File: config.mk
export PLATFORM = sky130hd
export DESIGN_NAME = ad9833_spi_burst_wr
export DESIGN_NICKNAME = d
export VERILOG_FILES = /design/src/rtl/ad9833_spi_burst_wr.sv
export SDC_FILE = /design/constraint.sdc
export NUM_CORES = 1
export LEC_CHECK = 0
export BUFFER_PORTS_ARGS = -buffer_cell sky130_fd_sc_hd__clkbuf_2
export CAP_MARGIN = 20
export CORE_ASPECT_RATIO = 0.5
export CORE_MARGIN = 2
export CORE_UTILIZATION = 28
export CTS_CLUSTER_DIAMETER = 30
export DETAILED_ROUTE_END_ITERATION = 10
export PLACE_DENSITY = 0.56
export SYNTH_ARGS = -nofsm -noshare
export SYNTH_HDL_FRONTEND = slang
export SYNTH_SLANG_ARGS = --single-unit
File: constraint.sdc
create_clock -name clk -period 5 [get_ports clk]
set_clock_uncertainty 0.1 [all_clocks]
set_input_delay 1 -clock clk [delete_from_list [all_inputs] [get_ports clk]]
set_output_delay 1 -clock clk [all_outputs]
set_load 0.01 [all_outputs]
File: src/rtl/ad9833_spi_burst_wr.sv
// ad9833_spi_burst_wr: burst serial writer for AD9833-class SCLK/FSYNC/SDATA ports, one FSYNC frame per word.
// Optional AD9833_SHADOW_EN adds last_word, a copy of the most recently sent word.
module ad9833_spi_burst_wr #(
  parameter int DATA_W      = 16,
  parameter int MAX_WORDS   = 4,
  parameter int CLK_DIV     = 2,
  parameter int FSYNC_SETUP = 1,
  parameter int FSYNC_GAP   = 2
) (
  input  logic                             clk,
  input  logic                             rst,
  input  logic                             start,
  input  logic [$clog2(MAX_WORDS+1)-1:0]   num_words,
  input  logic [DATA_W*MAX_WORDS-1:0]      wr_data,
  output logic                             busy,
  output logic                             done,
  output logic                             err,
  output logic                             word_done,
  output logic                             sclk,
  output logic                             fsync,
  output logic                             sdata
`ifdef AD9833_SHADOW_EN
  , output logic [DATA_W-1:0]              last_word
`endif
);
  localparam int NW = $clog2(MAX_WORDS+1);
  localparam int BW = $clog2(DATA_W);
  localparam int DW = $clog2(CLK_DIV+1);
  localparam int TW = $clog2((FSYNC_SETUP > FSYNC_GAP ? FSYNC_SETUP : FSYNC_GAP) + 1);
  typedef enum logic [2:0] {IDLE, SETUP, SHIFT, GAP, FIN} state_t;
  state_t state_q, state_d;
  logic busy_q, busy_d, done_q, done_d, err_q, err_d, wd_q, wd_d;
  logic sclk_q, sclk_d, fsync_q, fsync_d, sdata_q, sdata_d;
  logic [DATA_W*MAX_WORDS-1:0] buf_q, buf_d;
  logic [DATA_W-1:0] sh_q, sh_d, sh_rot;
  logic [NW-1:0] left_q, left_d;
  logic [BW-1:0] bit_q, bit_d;
  logic [DW-1:0] div_q, div_d;
  logic [TW-1:0] tmr_q, tmr_d;
  logic bad_cnt;
`ifdef AD9833_SHADOW_EN
  logic [DATA_W-1:0] lw_q, lw_d;
  assign last_word = lw_q;
`endif
  assign bad_cnt = (num_words == '0) || (num_words > NW'(MAX_WORDS));
  // rotating instead of shifting restores the original word after a full frame
  assign sh_rot = {sh_q[DATA_W-2:0], sh_q[DATA_W-1]};
  always_comb begin
    state_d = state_q;
    busy_d = busy_q;
    done_d = 1'b0;
    err_d = err_q;
    wd_d = 1'b0;
    sclk_d = sclk_q;
    fsync_d = fsync_q;
    sdata_d = sdata_q;
    buf_d = buf_q;
    sh_d = sh_q;
    left_d = left_q;
    bit_d = bit_q;
    div_d = div_q;
    tmr_d = tmr_q;
`ifdef AD9833_SHADOW_EN
    lw_d = lw_q;
`endif
    case (state_q)
      IDLE: if (start) begin
        buf_d = wr_data >> DATA_W;
        sh_d = wr_data[DATA_W-1:0];
        left_d = num_words - 1'b1;
        err_d = bad_cnt;
        state_d = bad_cnt ? FIN : SETUP;
        done_d = bad_cnt;
        busy_d = !bad_cnt;
        fsync_d = bad_cnt;
        sdata_d = bad_cnt ? 1'b0 : wr_data[DATA_W-1];
        tmr_d = TW'(FSYNC_SETUP-1);
      end
      SETUP: begin
        tmr_d = tmr_q - 1'b1;
        if (tmr_q == '0) begin
          state_d = SHIFT;
          div_d = DW'(CLK_DIV-1);
          bit_d = BW'(DATA_W-1);
        end
      end
      SHIFT: begin
        div_d = div_q - 1'b1;
        if (div_q == '0) begin
          div_d = DW'(CLK_DIV-1);
          sclk_d = !sclk_q;
          if (!sclk_q) begin
            bit_d = bit_q - 1'b1;
            sh_d = sh_rot;
            sdata_d = (bit_q == '0) ? 1'b0 : sh_q[DATA_W-2];
            if (bit_q == '0) begin
              state_d = GAP;
              fsync_d = 1'b1;
              wd_d = 1'b1;
              tmr_d = TW'(FSYNC_GAP-1);
`ifdef AD9833_SHADOW_EN
              lw_d = sh_rot;
`endif
            end
          end
        end
      end
      GAP: begin
        tmr_d = tmr_q - 1'b1;
        if (tmr_q == '0) begin
          state_d = (left_q != '0) ? SETUP : FIN;
          done_d = (left_q == '0);
          busy_d = (left_q != '0);
          fsync_d = (left_q == '0);
          sdata_d = (left_q != '0) && buf_q[DATA_W-1];
          sh_d = buf_q[DATA_W-1:0];
          buf_d = buf_q >> DATA_W;
          left_d = left_q - 1'b1;
          tmr_d = TW'(FSYNC_SETUP-1);
        end
      end
      FIN: begin
        state_d = IDLE;
        err_d = 1'b0;
      end
      default: state_d = IDLE;
    endcase
  end
  always_ff @(posedge clk or posedge rst) begin
    if (rst) begin
      state_q <= IDLE;
      busy_q <= 1'b0;
      done_q <= 1'b0;
      err_q <= 1'b0;
      wd_q <= 1'b0;
      sclk_q <= 1'b1;
      fsync_q <= 1'b1;
      sdata_q <= 1'b0;
      buf_q <= '0;
      sh_q <= '0;
      left_q <= '0;
      bit_q <= '0;
      div_q <= '0;
      tmr_q <= '0;
`ifdef AD9833_SHADOW_EN
      lw_q <= '0;
`endif
    end else begin
      state_q <= state_d;
      busy_q <= busy_d;
      done_q <= done_d;
      err_q <= err_d;
      wd_q <= wd_d;
      sclk_q <= sclk_d;
      fsync_q <= fsync_d;
      sdata_q <= sdata_d;
      buf_q <= buf_d;
      sh_q <= sh_d;
      left_q <= left_d;
      bit_q <= bit_d;
      div_q <= div_d;
      tmr_q <= tmr_d;
`ifdef AD9833_SHADOW_EN
      lw_q <= lw_d;
`endif
    end
  end
  assign busy = busy_q;
  assign done = done_q;
  assign err = err_q;
  assign word_done = wd_q;
  assign sclk = sclk_q;
  assign fsync = fsync_q;
  assign sdata = sdata_q;
endmodule

== Yosys cells after proc, flatten, opt, wreduce, memory -nomap -nowiden ==
Index checks and enable logic that the tools add are counted.
Storage, ports and cells
  bits of input ports: 70
  register bits: 101
  output and inout port bits: 7
Cells by class
  reductions and logical operators: 25
  magnitude comparators: 1
  muxes and demuxes: 57
  add/sub/neg operators: 5
  eq/ne operators: 10
Operator list (count)
  two-way mux 64 bit: 2
  case mux 64 bit (2 select lines): 1
  two-way mux 16 bit: 4
  case mux 16 bit (3 select lines): 1
  two-way mux 3 bit: 10
  two-way mux 1 bit: 19
  two-way mux 2 bit: 7
  two-way mux 4 bit: 3
  inequality test 2 bit, second input constant: 6
  case mux 3 bit (4 select lines): 1
  AND reduction 6 bit: 2
  AND reduction 5 bit: 2
  zero test 3 bit: 3
  case mux 2 bit (4 select lines): 1
  case mux 4 bit (2 select lines): 1
  == test 3 x 2 -> 1 bit, second input constant: 2
  case mux 1 bit (2 select lines): 3
  case mux 1 bit (3 select lines): 2
  case mux 3 bit (2 select lines): 1
  AND reduction 2 bit: 3
  nonzero test 2 bit: 3
  nonzero test 3 bit: 2
  subtractor 3 x 1 -> 3 bit, second input constant: 2
  zero test 2 bit: 2
  13 further kinds: 15

== Logic depth before layout (Yosys ltp) ==
Gate-level depths: netlist (run 1).
  depth in word-level cells: 5
  mapped depth: 10
  mapped depth without buffers: 7

== Worst setup path before layout (run 1) ==
Ideal clock, no wire load.
  path kind: input port to flip-flop
  start: input port start
  end: register tmr_q[0]
  stages on the path: 4
  library setup time: 0.127 ns
  data required time: 4.773 ns
  data arrival time: 1.904 ns
  path slack: 2.869 ns
  cell sequence: nor2b_1 -> o31ai_4 -> nand2b_1 -> mux2_1
On the way
  cells in the longest elaborated chain, start to end: 2
RTL lines
  start: declaration: RTL line 12  | input logic start,
  inequality test 2 bit (no source line)
  AND reduction 5 bit (no source line)
  end signal: assignment: RTL line 162  | tmr_q <= tmr_d;
  end: declaration: RTL line 39  | logic [TW-1:0] tmr_q, tmr_d;
Every way passes these cells.
A chain may end at the register's enable or synchronous reset.

== Worst setup path in the final report (run 1) ==
  start: register state_q[1]
  end: register buf_q[19]
On the way
  cells in the longest elaborated chain, start to end: 3
  elaborated cells between the ends (all ways): 7
RTL lines
  start: declaration: RTL line 31  | state_t state_q, state_d;
  start signal: assignment: RTL line 149  | state_q <= state_d;
  == test 3 x 2 -> 1 bit / zero test 3 bit (equally long branches): RTL line 66  | case (state_q)
  inequality test 2 bit (no source line) / nonzero test 2 bit (equally long branches)
  AND reduction 3 bit (no source line)
  end signal: assignment: RTL line 157  | buf_q <= buf_d;
  end: declaration: RTL line 34  | logic [DATA_W*MAX_WORDS-1:0] buf_q, buf_d;
Parallel ways exist; a longest one is shown, timed or not.

==> results of run 1 <==
==> cell usage in the layout (no fill, tap or decap), types with 2 or more instances in the layout <==
| cell | synthesis | final |
|---|---|---|
| ha_1 | 5 | 5 |
| buf_4 | 2 | 8 |
| bufinv_16 | 0 | 2 |
| inv_1 | 8 | 7 |
| nand3_1 | 2 | 2 |
| nor2_1 | 59 | 59 |
| nor3b_1 | 2 | 2 |
| nand4_1 | 3 | 3 |
| nand2b_1 | 2 | 2 |
| o21a_1 | 2 | 2 |
| dfrtp_1 | 83 | 83 |
| xnor2_1 | 2 | 2 |
| clkbuf_2 | 0 | 76 |
| buf_12 | 0 | 2 |
| dfstp_2 | 2 | 2 |
| nand2_1 | 72 | 72 |
| a31oi_1 | 37 | 36 |
| clkbuf_1 | 16 | 3 |
| o211ai_1 | 3 | 3 |
| clkbuf_16 | 0 | 9 |
| o21ai_1 | 5 | 5 |
| or3_1 | 2 | 2 |
| mux2i_1 | 17 | 17 |
| a22o_1 | 19 | 19 |
| mux2_1 | 2 | 2 |
| o31ai_1 | 16 | 16 |
| o21ai_0 | 19 | 19 |
| a21oi_1 | 26 | 26 |
| nor2b_1 | 4 | 4 |
| nor3_1 | 2 | 2 |
==> metal layers <==
metal	routed length, um	GRT usage (%)
met3	427	2.64
met5	0	0
met1	5210	19.7
met4	137	4.51
met2	4740	19.3
==> final cells by class <==
| cell class | count | area, sq um |
|---|---|---|
| sequential | 85 | 2130 |
| clock inverter | 4 | 76.3 |
| timing repair buffer | 86 | 480 |
| multi-input combinational | 324 | 1920 |
| clock buffer | 12 | 236 |
| inverter | 9 | 35.0 |
| fill | 1494 | 9500 |
| tap | 198 | 248 |
==> where the power goes <==
part / switching [uW] / internal (uW)
Clock: 268 / 439
Sequential: 241 / 1020
Combinational: 831 / 591
Total: 1340 / 2050
==> cells by family after synthesis <==
group	synth area share [%]
buffers and inverters	4.76
flip-flops	50.3
AND/OR/NAND/NOR	16.3
multiplexers	4.82
adder cells (fa/ha/maj)	1.48
AO/OA/AOI/OAI	21.8
XOR/XNOR	0.620
==> sequential cells by signal, summed over array words and instances, names as in the netlist, 2 cells and up <==
name and flops:
left_q 3, sh_q 16, state_q 3, buf_q 48
div_q 2, bit_q 4, tmr_q 2
==> path summary, 6_finish.rpt <==
check                                start         to  slack (ps)  depth (start not counted)
min in group asynchronous              rst  buf_q[31]         530                          2
worst min-delay path             buf_q[44]  buf_q[44]         400                          1
worst max register to register  state_q[1]  buf_q[19]        2510                          6
worst max-delay path            state_q[1]  buf_q[19]        2510                          6
worst min register to register   buf_q[44]  buf_q[44]         400                          1
max in group asynchronous              rst      fsync        3250                          4
==> stage by stage <==
stage / total power (uW) / instance area (sq um) / setup slack, ps
6_report: 3390 / 5130 / 2510
5_1_grt: 3680 / 5130 / 2230
4_1_cts: 3410 / 5090 / 2070
3_5_place_dp: 2680 / 4770 / 1960
3_3_place_gp: 2650 / 4770 / 1960
2_1_floorplan: 2350 / 4240 / 1710
==> worst max-delay path: cells and delay by family, from the launching register on <==
family / cells / cell delay [ps]
compound gates: 2 / 530
buf+inv: 2 / 630
flops: 1 / 780
simple gates: 2 / 330
==> flow_summary.json, run 1 <==
{
  "clock_sinks": 85,
  "dp_hpwl_mm": 7.08,
  "wirelength_mm": 10.5,
  "portBuffers": 76,
  "post_drt_wl_per_cell_um": 14.6,
  "io_pins": 77,
  "track_usage_pct": 13.4,
  "overflow": 0,
  "cts-buffers-inserted": 9,
  "hold_violations": 0,
  "yosysUniqueCellTypes": 52,
  "power-per-cell-area_mw_per_mm2": 661,
  "area_growth_pct": 21.0,
  "syn_area_per_cell_sq_um": 9.31,
  "grt_pass1_vias": 3264,
  "slew_headroom_pct": 47.9,
  "cts_resized": 0,
  "final_util_pct": 35.1,
  "postSynthCellCount": 455,
  "netlist_top_cells_count": "dfrtp_1 (83), nand2_1 (72), nor2_1 (59)",
  "yosysMostFrequentCell": "dfrtp_1",
  "fin_crit_ps": 2490,
  "peakVddDrop_uv": 209,
  "cts_tree": "yes",
  "synth_edf_count": 0,
  "cts_htree_levels": 3,
  "cp_slowest_cell": "dfrtp_1",
  "crit_fanout": 57,
  "synth_area_sq_mm": 0.00424,
  "rsz0062_at_grt": "false",
  "synthTopCellsByArea": "dfrtp_1 (49%), nand2_1 (6.4%), a31oi_1 (5.5%), nor2_1 (5.2%), mux2i_1 (4.0%)",
  "fp-row-count": 31,
  "worst_hold_slack_ps": 399,
  "ant_nets": 0,
  "final_cells": 718,
  "outcome": "finished clean",
  "diodes": 0,
  "path_clk_slew_ps": 60,
  "fin_nets": 590,
  "period_share_pct": 49.8,
  "critPathKind": "reg2reg",
  "cts.path.max_buffers": 2,
  "maxCapViolCount": 0,
  "drt_iter0_markers": 357,
  "worstPathCellList": "and3b_1 > buf_4 > a21o_2 > buf_12 > nor2_1 > a31oi_1",
  "cp.required_ps": 5160,
  "hold_buffers": 0,
  "yosys_warnings": 0,
  "placed_cells_incl_taps": 700,
  "crit_arrival_ps": 2640,
  "grt_pass1_wl_mm": 17.1,
  "antenna_found_initial": 0,
  "via_per_inst": 4.79,
  "cp-start-kind": "flip-flop",
  "dieHeight_um": 91.0,
  "drv_slew": 0,
  "yosys.area.top_type": "dfrtp_1",
  "synth-async-reset-ratio_pct": 100,
  "core_area_sq_mm": 0.0146,
  "syn-num-nets": 530,
  "dieWidth_um": 178,
  "synth_top_area_share_pct": 49.0,
  "num_vias": 3437,
  "firstDrtPassIters": 5,
  "critical-path-max-stage-delay_ps": 780,
  "yosys_most_used_dff": "dfrtp_1",
  "tightestPinTransition_ps": 781,
  "drcViolationCount": 0,
  "clock.fmax_mhz": 402,
  "start_util_pct": 29.0,
  "hold_path_class": "reg2reg",
  "setup_viol": 0,
  "leakage_uw": 0.00230,
  "clock-root-buffer": "clkbuf_16",
  "dieArea_sq_mm": 0.0162,
  "post_cts_buffers": 0,
  "drive_above_1_share_pct": 21.9,
  "clock_latency_ps": 340,
  "tns_ps": 0,
  "synth_seq_cells": 85,
  "ys_seq_area_share_pct": 50.3,
  "grt_max_degree": 71,
  "worstSetupEndpointType": "flip-flop",
  "gp_routability_congestion": 0.734
}
(Power assumes the default switching activity.)
==> run 2, diff against run 1 <==
clock period = 2.4 ns   (was 5 ns; I/O delays follow)
==> run 2 against run 1 <==
Net effect:
- clock power up 110%
- power up 110%
- hold slack worse by 290 ps
- global-route usage up 0.41 points
- combinational power up 120%
- design area up 1.4%
- largest cell class unchanged
- via count up 0.99%
- maximum frequency up 16%
- sequential cell count unchanged
- register-to-register slack worse by 2300 ps
- count of clock-buffer cells in the layout down 2
==> flow_summary.json, run 2 (synthesis gave the netlist of run 1 again) <==
{
  "outcome": "finished clean",
  "largest_reg_flops": 48,
  "worstRegToRegCells": 5,
  "cts_tree": "yes",
  "post_cts_buffers": 0,
  "fillers": 1494,
  "clock_sinks": 85,
  "peakVddDrop_uv": 472,
  "clock-root-buffer": "clkbuf_16",
  "drv_slew": 0,
  "fin_crit_ps": 2150,
  "crit_fanout": 18,
  "firstDrtPassIters": 6,
  "final_common_cell": "dfrtp_1",
  "seqCellArea_sq_mm": 0.00213,
  "dieArea_sq_mm": 0.0162,
  "hold_buffers": 0,
  "reg.largest.list": "buf_q x48, sh_q x16, bit_q x4",
  "grt_pass1_vias": 3427,
  "tightestPinTransition_ps": 878,
  "gp_routability_congestion": 0.821,
  "via_per_inst": 4.77,
  "path_clk_slew_ps": 70,
  "critPathKind": "reg2reg",
  "multiInputGateArea_sq_mm": 0.00192,
  "dieHeight_um": 91.0,
  "cp-start-kind": "flip-flop",
  "area_growth_pct": 22.7,
  "drcViolationCount": 0,
  "leakage_uw": 0.00234,
  "portBuffers": 76,
  "tns_ps": 0,
  "period_share_pct": 89.7,
  "mostFrequentLayoutCells": "dfrtp_1 (83), clkbuf_2 (76), nand2_1 (72), nor2_1 (59), a31oi_1 (36)",
  "cp.required_ps": 2550,
  "grt_pass1_wl_mm": 17.6,
  "slew_headroom_pct": 41.5,
  "drive_above_1_share_pct": 23.8,
  "wirelength_mm": 10.6,
  "finalInstanceArea_sq_mm": 0.00520,
  "postPlaceCellArea_sq_mm": 0.00488,
  "hold_violations": 0,
  "fp-row-count": 31,
  "dieWidth_um": 178,
  "power-per-cell-area_mw_per_mm2": 1380,
  "worstSetupEndpointType": "flip-flop",
  "core_area_sq_mm": 0.0146,
  "setup_viol": 0,
  "dp_hpwl_mm": 7.55,
  "antenna_found_initial": 0,
  "crit_arrival_ps": 2310,
  "rsz0062_at_grt": "false",
  "drt_iter0_markers": 227,
  "cts_resized": 0,
  "maxCapViolCount": 0,
  "fin_nets": 599,
  "cts_htree_levels": 3,
  "cts.path.max_buffers": 2,
  "cts-buffers-inserted": 9,
  "diodes": 0,
  "io_pins": 77,
  "grt_max_degree": 57,
  "worstReg2RegStart": "tmr_q[0]",
  "r2r_end": "left_q[2]",
  "regMostFlops": "buf_q",
  "clock.fmax_mhz": 464,
  "ant_nets": 0,
  "hold_path_class": "in2async",
  "start_util_pct": 29.0,
  "track_usage_pct": 13.8,
  "post_drt_wl_per_cell_um": 14.6,
  "rrSetupSlack_ps": 250,
  "clock_latency_ps": 340,
  "num_vias": 3471,
  "overflow": 0
}
## run 2: metal layers
metal	global-route usage, %	up-vias	share of wire [%]
met5	0	-	0
met4	4.17	0	1.3
met3	3.73	10	4.0
met2	20.3	58	44
met1	19.5	1650	51
li1	-	1753	-
## run 2: worst max path at each step
stage / startpoint / endpoint / slack (ps) / depth (start not counted)
after floorplan: state_q[0] / left_q[2] / 410 / 9
after global placement: start / tmr_q[0] / 280 / 5
after detailed placement: tmr_q[0] / left_q[2] / 210 / 5
after CTS: tmr_q[0] / left_q[2] / 250 / 5
after global routing: tmr_q[0] / left_q[2] / 70 / 5
final: tmr_q[0] / left_q[2] / 250 / 5
## run 2: metrics by stage
step / cells / util (%) / power [uW] / hold WS, ps / setup slack, ps
floorplan: 455 / - / 4900 / 353 / 406
global placement: 711 / 33.4 / 5680 / 380 / 281
detailed placement: 711 / 33.4 / 5760 / 378 / 214
CTS: 727 / 35.6 / 7230 / 124 / 254
global route: 727 / 35.6 / 7800 / 128 / 71.1
finish: 727 / 35.6 / 7170 / 105 / 247
## run 2: worst max-delay path, stage by stage, from the launching register on
cell	delay [ps]
dfrtp_1	370
inv_1	90
ha_1	370
a21oi_2	760
o21ai_0	230
o211ai_1	150
## run 2: final cells by class
class | instances | share of cell area, %
sequential | 85 | 41.0
multi-input combinational | 324 | 36.9
timing repair buffer | 95 | 10.5
tap | 198 | 4.77
clock buffer | 10 | 4.60
clock inverter | 6 | 1.47
inverter | 9 | 0.722
## run 2: power breakdown
| part | internal [uW] | switching [uW] | leakage, uW |
|---|---|---|---|
| Clock | 853 | 606 | 0.000156 |
| Sequential | 2130 | 428 | 0.00101 |
| Combinational | 1320 | 1840 | 0.00118 |
